File: src/rtl/fetch.sv
// Instruction-fetch stage: owns the PC, runs a one-outstanding req/ack handshake to
// instruction memory and feeds decode through a stall-holding output slot.
// Optional HALT detection is compiled in with `define FETCH_HALT_DETECT_EN.
//
// state    | meaning
// ---------+-------------------------------------------------------------
// S_FETCH  | normal fetching; request whenever the output slot can accept
// S_SQUASH | redirected mid-handshake; finish old request, discard its data
// S_HALTED | HALT delivered; no further requests until redirect or reset
module fetch #(
    parameter logic [15:0] RESET_PC  = 16'h0000,
    parameter logic [15:0] NOP_INSTR = 16'h0800
) (
    input  logic        clk,
    input  logic        rst_n,
    input  logic        stall,
    input  logic        redirect,
    input  logic [15:0] redirect_pc,
    output logic        imem_req,
    output logic [15:0] imem_addr,
    input  logic [15:0] imem_data,
    input  logic        imem_ack,
    output logic [15:0] instruc,
    output logic [15:0] seq_PC,
    output logic        instr_valid,
    output logic        halted
);

    typedef enum logic [1:0] {
        S_FETCH  = 2'd0,
        S_SQUASH = 2'd1,
        S_HALTED = 2'd2
    } state_t;

    state_t      state;
    logic [15:0] pc;
    logic [15:0] tgt;
    logic [15:0] slot_instr;
    logic [15:0] slot_seq;
    logic        slot_valid;

    logic        slot_free;
    logic        ack_ok;
    logic        is_halt;
    logic [15:0] pc_plus2;

    assign slot_free = !slot_valid || !stall;
    assign pc_plus2  = pc + 16'd2;

    // An ack without a pending request is a protocol violation and is ignored.
    assign ack_ok = imem_ack && imem_req;

`ifdef FETCH_HALT_DETECT_EN
    assign is_halt = (imem_data[15:11] == 5'b00000);
    assign halted  = (state == S_HALTED);
`else
    assign is_halt = 1'b0;
    assign halted  = 1'b0;
`endif

    always_comb begin
        imem_req = 1'b0;
        if (rst_n) begin
            case (state)
                S_FETCH:  imem_req = slot_free;
                S_SQUASH: imem_req = 1'b1;
                default:  imem_req = 1'b0;
            endcase
        end
    end

    // In SQUASH the old pc stays on the bus so the address never moves mid-handshake.
    assign imem_addr   = pc;
    assign instruc     = slot_valid ? slot_instr : NOP_INSTR;
    assign seq_PC      = slot_seq;
    assign instr_valid = slot_valid;

    always_ff @(posedge clk or negedge rst_n) begin
        if (!rst_n) begin
            state      <= S_FETCH;
            pc         <= RESET_PC;
            tgt        <= 16'h0000;
            slot_instr <= NOP_INSTR;
            slot_seq   <= 16'h0000;
            slot_valid <= 1'b0;
        end else if (redirect) begin
            slot_valid <= 1'b0;
            if (imem_req && !imem_ack) begin
                // Request still outstanding: let it complete, then jump.
                tgt   <= redirect_pc;
                state <= S_SQUASH;
            end else begin
                pc    <= redirect_pc;
                state <= S_FETCH;
            end
        end else begin
            case (state)
                S_FETCH: begin
                    if (ack_ok) begin
                        slot_instr <= imem_data;
                        slot_seq   <= pc_plus2;
                        slot_valid <= 1'b1;
                        if (is_halt) begin
                            state <= S_HALTED;
                        end else begin
                            pc <= pc_plus2;
                        end
                    end else if (!stall) begin
                        slot_valid <= 1'b0;
                    end
                end
                S_SQUASH: begin
                    if (!stall) begin
                        slot_valid <= 1'b0;
                    end
                    if (ack_ok) begin
                        pc    <= tgt;
                        state <= S_FETCH;
                    end
                end
                S_HALTED: begin
                    if (!stall) begin
                        slot_valid <= 1'b0;
                    end
                end
                default: begin
                    state <= S_FETCH;
                end
            endcase
        end
    end

endmodule

File: config.mk
export PLATFORM = sky130hd
export DESIGN_NAME = fetch
export DESIGN_NICKNAME = d
export VERILOG_FILES = /design/src/rtl/fetch.sv
export SDC_FILE = /design/constraint.sdc
export NUM_CORES = 1
export LEC_CHECK = 0
export CAP_MARGIN = 20
export CORE_UTILIZATION = 49
export DETAILED_ROUTE_END_ITERATION = 16
export PLACE_DENSITY = 0.91
export SETUP_SLACK_MARGIN = 0.5
export SLEW_MARGIN = 10
export SYNTH_ARGS = -nofsm -noshare
export SYNTH_HDL_FRONTEND = slang
export SYNTH_SLANG_ARGS = --single-unit
File: constraint.sdc
create_clock -name clk -period 1.96 [get_ports clk]
set_clock_uncertainty 0.1 [all_clocks]
set_input_delay 0.294 -clock clk [delete_from_list [all_inputs] [get_ports clk]]
set_output_delay 0.294 -clock clk [all_outputs]
set_load 0.005 [all_outputs]
# Yosys cells after proc, flatten, opt, wreduce, memory -nomap -nowiden
# Cells that the tools add are included.
[totals]
ff_bits = 67
latch_bits = 0
mem_bits_rw = 0
romBits = 0
in_bits = 37
out_inout_bits = 51
memories = 0
[op_classes]
add_sub_neg = 1
n_mul = 0
div = 0
n_lt_le_gt_ge = 0
n_eq_ne = 6
shift = 0
muxes = 16
n_bitwise = 1
reduce_logical = 15
[op_table]
columns = ["operator", "n"]
rows = [
  ["16-bit two-way mux", 5],
  ["16-bit case mux with 2 select lines", 1],
  ["16-bit by 2-bit adder with 16-bit output, second input constant", 1],
  ["3-bit != test, second input constant", 2],
  ["3-bit nonzero test", 2],
  ["1-bit two-way mux", 5],
  ["2-bit two-way mux", 2],
  ["1-bit case mux with 2 select lines", 2],
  ["2-bit case mux with 2 select lines", 1],
  ["2-bit AND reduction", 2],
  ["4-bit AND reduction", 1],
  ["2-bit OR reduction", 2],
  ["1-bit logical NOT", 3],
  ["3-bit AND reduction", 1],
  ["2-bit by 1-bit == test with 1-bit output, second input constant", 1],
  ["2-bit == test, second input constant", 1],
  ["1-bit logical AND", 2],
  ["2-bit logical NOT", 1],
  ["2-bit by 1-bit != test with 1-bit output, second input constant", 1],
  ["2-bit != test, second input constant", 1],
  ["1-bit logical OR", 1],
  ["1-bit inverter", 1],
]

# Depth between registers and ports, before layout
[logic_depth]
depth_word = 8
depth_mapped = 7

# Least setup slack after synthesis
# Ideal clock, no wire load.
[synth_path]
path_kind = "reg-to-reg"
from = "register pc[4] (netlist: imem_addr[4])"
to = "register pc[12] (netlist: imem_addr[12])"
arrival_time_ps = 1544
setup_slack_ps = 195
path_stages_with_launch = 6
n_path_buf = 1
synth_period_minus_slack_ps = 1765
path_cell_list = "dfrtp_1 > buf_4 > nand4_4 > or4_4 > a21o_1 > a22o_1"
[synth_between]
elab_chain_cells = 4
[synth_lines]
columns = ["item", "line", "source"]
rows = [
  ["from (decl)", "36", "logic [15:0] pc;"],
  ["from (signal assigned)", "93", "pc <= redirect_pc;"],
  ["from (signal assigned)", "106", "pc <= pc_plus2;"],
  ["from (signal assigned)", "117", "pc <= tgt;"],
  ["16-bit by 2-bit adder with 16-bit output", "48", "assign pc_plus2 = pc + 16'd2;"],
  ["16-bit two-way mux", "99", "if (ack_ok) begin"],
  ["16-bit case mux with 2 select lines", "97", "case (state)"],
  ["16-bit two-way mux", "86", "end else if (redirect) begin"],
]
# Every way passes these cells. The select of a mux whose other input is x is not followed.
# A chain may end at the register's enable or synchronous reset.

# Final worst setup path
[layout_path]
from = "register slot_valid (netlist: instr_valid)"
to = "register pc[11] (netlist: imem_addr[11])"
[layout_between]
elab_chain_cells = 7
word_cells_on_any_way = 10
[layout_lines]
columns = ["item", "line", "source"]
rows = [
  ["from (decl)", "40", "logic slot_valid;"],
  ["from (signal assigned)", "85", "slot_valid <= 1'b0;"],
  ["from (signal assigned)", "87", "slot_valid <= 1'b0;"],
  ["from (signal assigned)", "102", "slot_valid <= 1'b1;"],
  ["1-bit logical NOT (*)", "47", "assign slot_free = !slot_valid || !stall;"],
  ["1-bit logical OR (*)", "47", ""],
  ["1-bit case mux with 2 select lines (*)", "64", "case (state)"],
  ["1-bit two-way mux (*)", "63", "if (rst_n) begin"],
  ["1-bit logical AND (on tied branches)", "51, 88", ""],
  ["3-bit != test (no source line) / 2-bit != test (equally long branches)", "-", ""],
  ["4-bit AND reduction (no source line) (*)", "-", ""],
]
# Every way passes the cells marked *; elsewhere a longest branch is shown, timed or not.

==> metrics.txt <==
Pre-Repair DR Iteration Count=11; top-area cell type share of the netlist area=49.4%; vias per cell=6.47; most common cell after layout, fill and taps aside=buf_4; Layout Nets=522; fmax=roughly 480 MHz; Synth area leaders=dfrtp_1 (49%), mux2_2 (12%), o21ai_0 (3.8%); EDFF count, synth=0; Worst EP required=2.08 ns; largest net degree at the start of global routing=30; core area=0.00642 mm^2; I/O Buffers=86; CTS Buffer Depth=2; CTS tree=yes; DRT iter0 DRCs=422; Post-route DRC=10; syn avg cell area=10.9 um^2; Setup WS pre-CTS=-0.141 ns; TNS Setup=-0.380 ns; Starting Density=51.2%; Post-Synthesis Cells=301; die area=0.00705 mm^2; status=finished, violations left; sequential area share after synthesis=50.2%; layout cells sized above 1=53.4%; hpwl dp=a little over 6000 um; Clock transition at path regs=approximately 0.08 ns; Max Slew Vio Count=0; failing checks=design-rule violations, negative setup slack; Hold Violations, Final=0; Period minus WS final=2.07 ns; top_reg_cell synth=dfrtp_1; crit share post-route=106%; final wirelength=15400 um; Worst Setup SP=instr_valid; Antenna Violating Nets Remaining=0; FF-to-FF Start=instr_valid; CP Class=flop to flop; vias in the first global route=between 3k and 4k; CTS sink count=66; commonest cells after routing, fill and taps aside=buf_4 (58), dfrtp_1 (57), buf_6 (46); # fillers=245; Setup Viol. Count Final=10; Worst Path Arrival=2.19 ns; wire per inst=27.3 um; pwr dens=930 mW/mm^2; synth warn=0; Overflow after GRT=0; chip width=83.9 um; Cell Rows=29; ys async rst share=between 90% and 100%; via count=3661; CTS Root Cell=clkbuf_8; synthesis-to-layout area growth=76.6%; Max IR drop VDD=955 uV; Startpoint Class=flop; GR Util All Layers=35.3%; htree depth=3; diodes inserted=0; Mapped Area=~0.0033 mm^2; CTS buffer count=9; leakage power=~2.8 nW; global-route wire length before repair=roughly 19000 um; min-delay worst type=primary input to asynchronous set/reset pin; worst skew pair latency=0.37 ns; total power=around 5.4 mW; critical-path maximum fanout=6; Seq cells post-synth=66; number of distinct library cells after synthesis=52; syn nets=339; crit end category=flop; post-synth top area cell=dfrtp_1; Die Span Y=around 84 um; boundary pin count=88; Max Cap Viol=0; final worst slack=-0.110 ns; initial antenna violation count=0; RSZ-0062 raised after global routing=yes; Final GP Congestion=0.884
-- cell type report --
type	count	area (um^2)	area share, %
Multi-Input combinational cell	211	1890	32.6
Timing Repair Buffer	193	1950	33.5
Clock buffer	14	163	2.80
Inverter	3	11.3	0.194
Tap cell	77	96.3	1.66
Sequential cell	66	1660	28.6
Clock inverter	2	35.0	0.603
-- cell families (layout without fill, tap and decap cells) --
logic type | count (synthesis) | count (layout) | synth area share [%]
muxes | 35 | 35 | 11.9
xor gates and xnor gates | 13 | 13 | 3.46
DFF | 66 | 66 | 50.2
adders and majority gates | 1 | 1 | 0.380
other | 1 | 1 | 0.114
buffers and inverters | 25 | 212 | 4.53
AOI/OAI and AO/OA | 69 | 69 | 14.5
and+or+nand+nor | 91 | 92 | 14.9
-- state kept, by name, indices dropped and copies added, names as in the netlist --
name and count:
imem_addr 16, instr_valid 1, seq_PC 16, slot_instr 16, state 1, tgt 16
-- metrics by stage --
step / hold slack, ns / instances / instance area (um^2) / utilization, %
final: 0.333 / 566 / 5810 / 90.4
after detailed placement: 0.0496 / 477 / 4440 / 69.2
after floorplan: -0.102 / 301 / 3360 / -
after CTS: 0.288 / 543 / 5200 / 81.0
after global placement: 0.0511 / 477 / 4440 / 69.2
after global routing: 0.337 / 566 / 5810 / 90.4
-- report_power, final --
group,switching (mW),internal [mW],total [mW]
registers,0.303,1.71,2.01
logic,0.986,1.17,2.16
clock network,0.576,0.659,1.24
-- cell usage after synthesis (2+ instances only) --
| master | count |
|---|---|
| nand4_1 | 2 |
| a22o_1 | 10 |
| a21oi_1 | 8 |
| a22oi_1 | 2 |
| nand3_1 | 5 |
| dfrtp_1 | 65 |
| a21o_1 | 3 |
| nor4_1 | 4 |
| xnor2_1 | 11 |
| clkbuf_1 | 8 |
| o21ai_0 | 25 |
| a222oi_1 | 3 |
| and2_1 | 16 |
| o2bb2ai_1 | 6 |
| nor2b_1 | 4 |
| xor2_1 | 2 |
| and3_1 | 2 |
| nor3_1 | 2 |
| nand2_1 | 25 |
| nand2b_1 | 2 |
| nor2_1 | 19 |
| inv_1 | 3 |
| buf_4 | 5 |
| o21ai_1 | 2 |
| buf_6 | 4 |
| buf_2 | 4 |
| mux2_2 | 34 |
-- path summary, 6_finish.rpt --
kind                                  to  slack, ns  depth (start not counted)
max                        imem_addr[11]      -0.11                          8
min                               tgt[0]       0.33                          2
max reg2reg                imem_addr[11]      -0.11                          8
min reg2reg                       tgt[6]       0.41                          1
max in group asynchronous   imem_addr[1]       0.86                          3
min in group clk            imem_addr[1]       0.35                          3
-- repair_timing --
item	in CTS	in global routing
setup endpoints to repair	115	94
endpoints found under the hold margin	12	0
gates cloned	8	3
hold buffers	2	0
pin swaps	13	24
buffers inserted	40	20
gates resized for setup	179	106
-- routing by layer --
layer  up-vias  global-route usage [%]  part of all wire, %
li1       1443                       -                    -
met1      1776                    41.6                   35
met2       337                    60.0                   49
met3       105                    6.92                  9.7
met4         0                    20.7                  6.6
met5         -                       0                    0
-- critical path: stages, from the launching register on --
cell	delay, ns
dfrtp_2	0.42
buf_6	0.12
and3b_2	0.20
buf_6	0.12
o211ai_1	0.28
buf_4	0.25
buf_12	0.14
o21ai_2	0.06
a22o_1	0.24
Note: power is estimated with default switching activity, not from simulation.
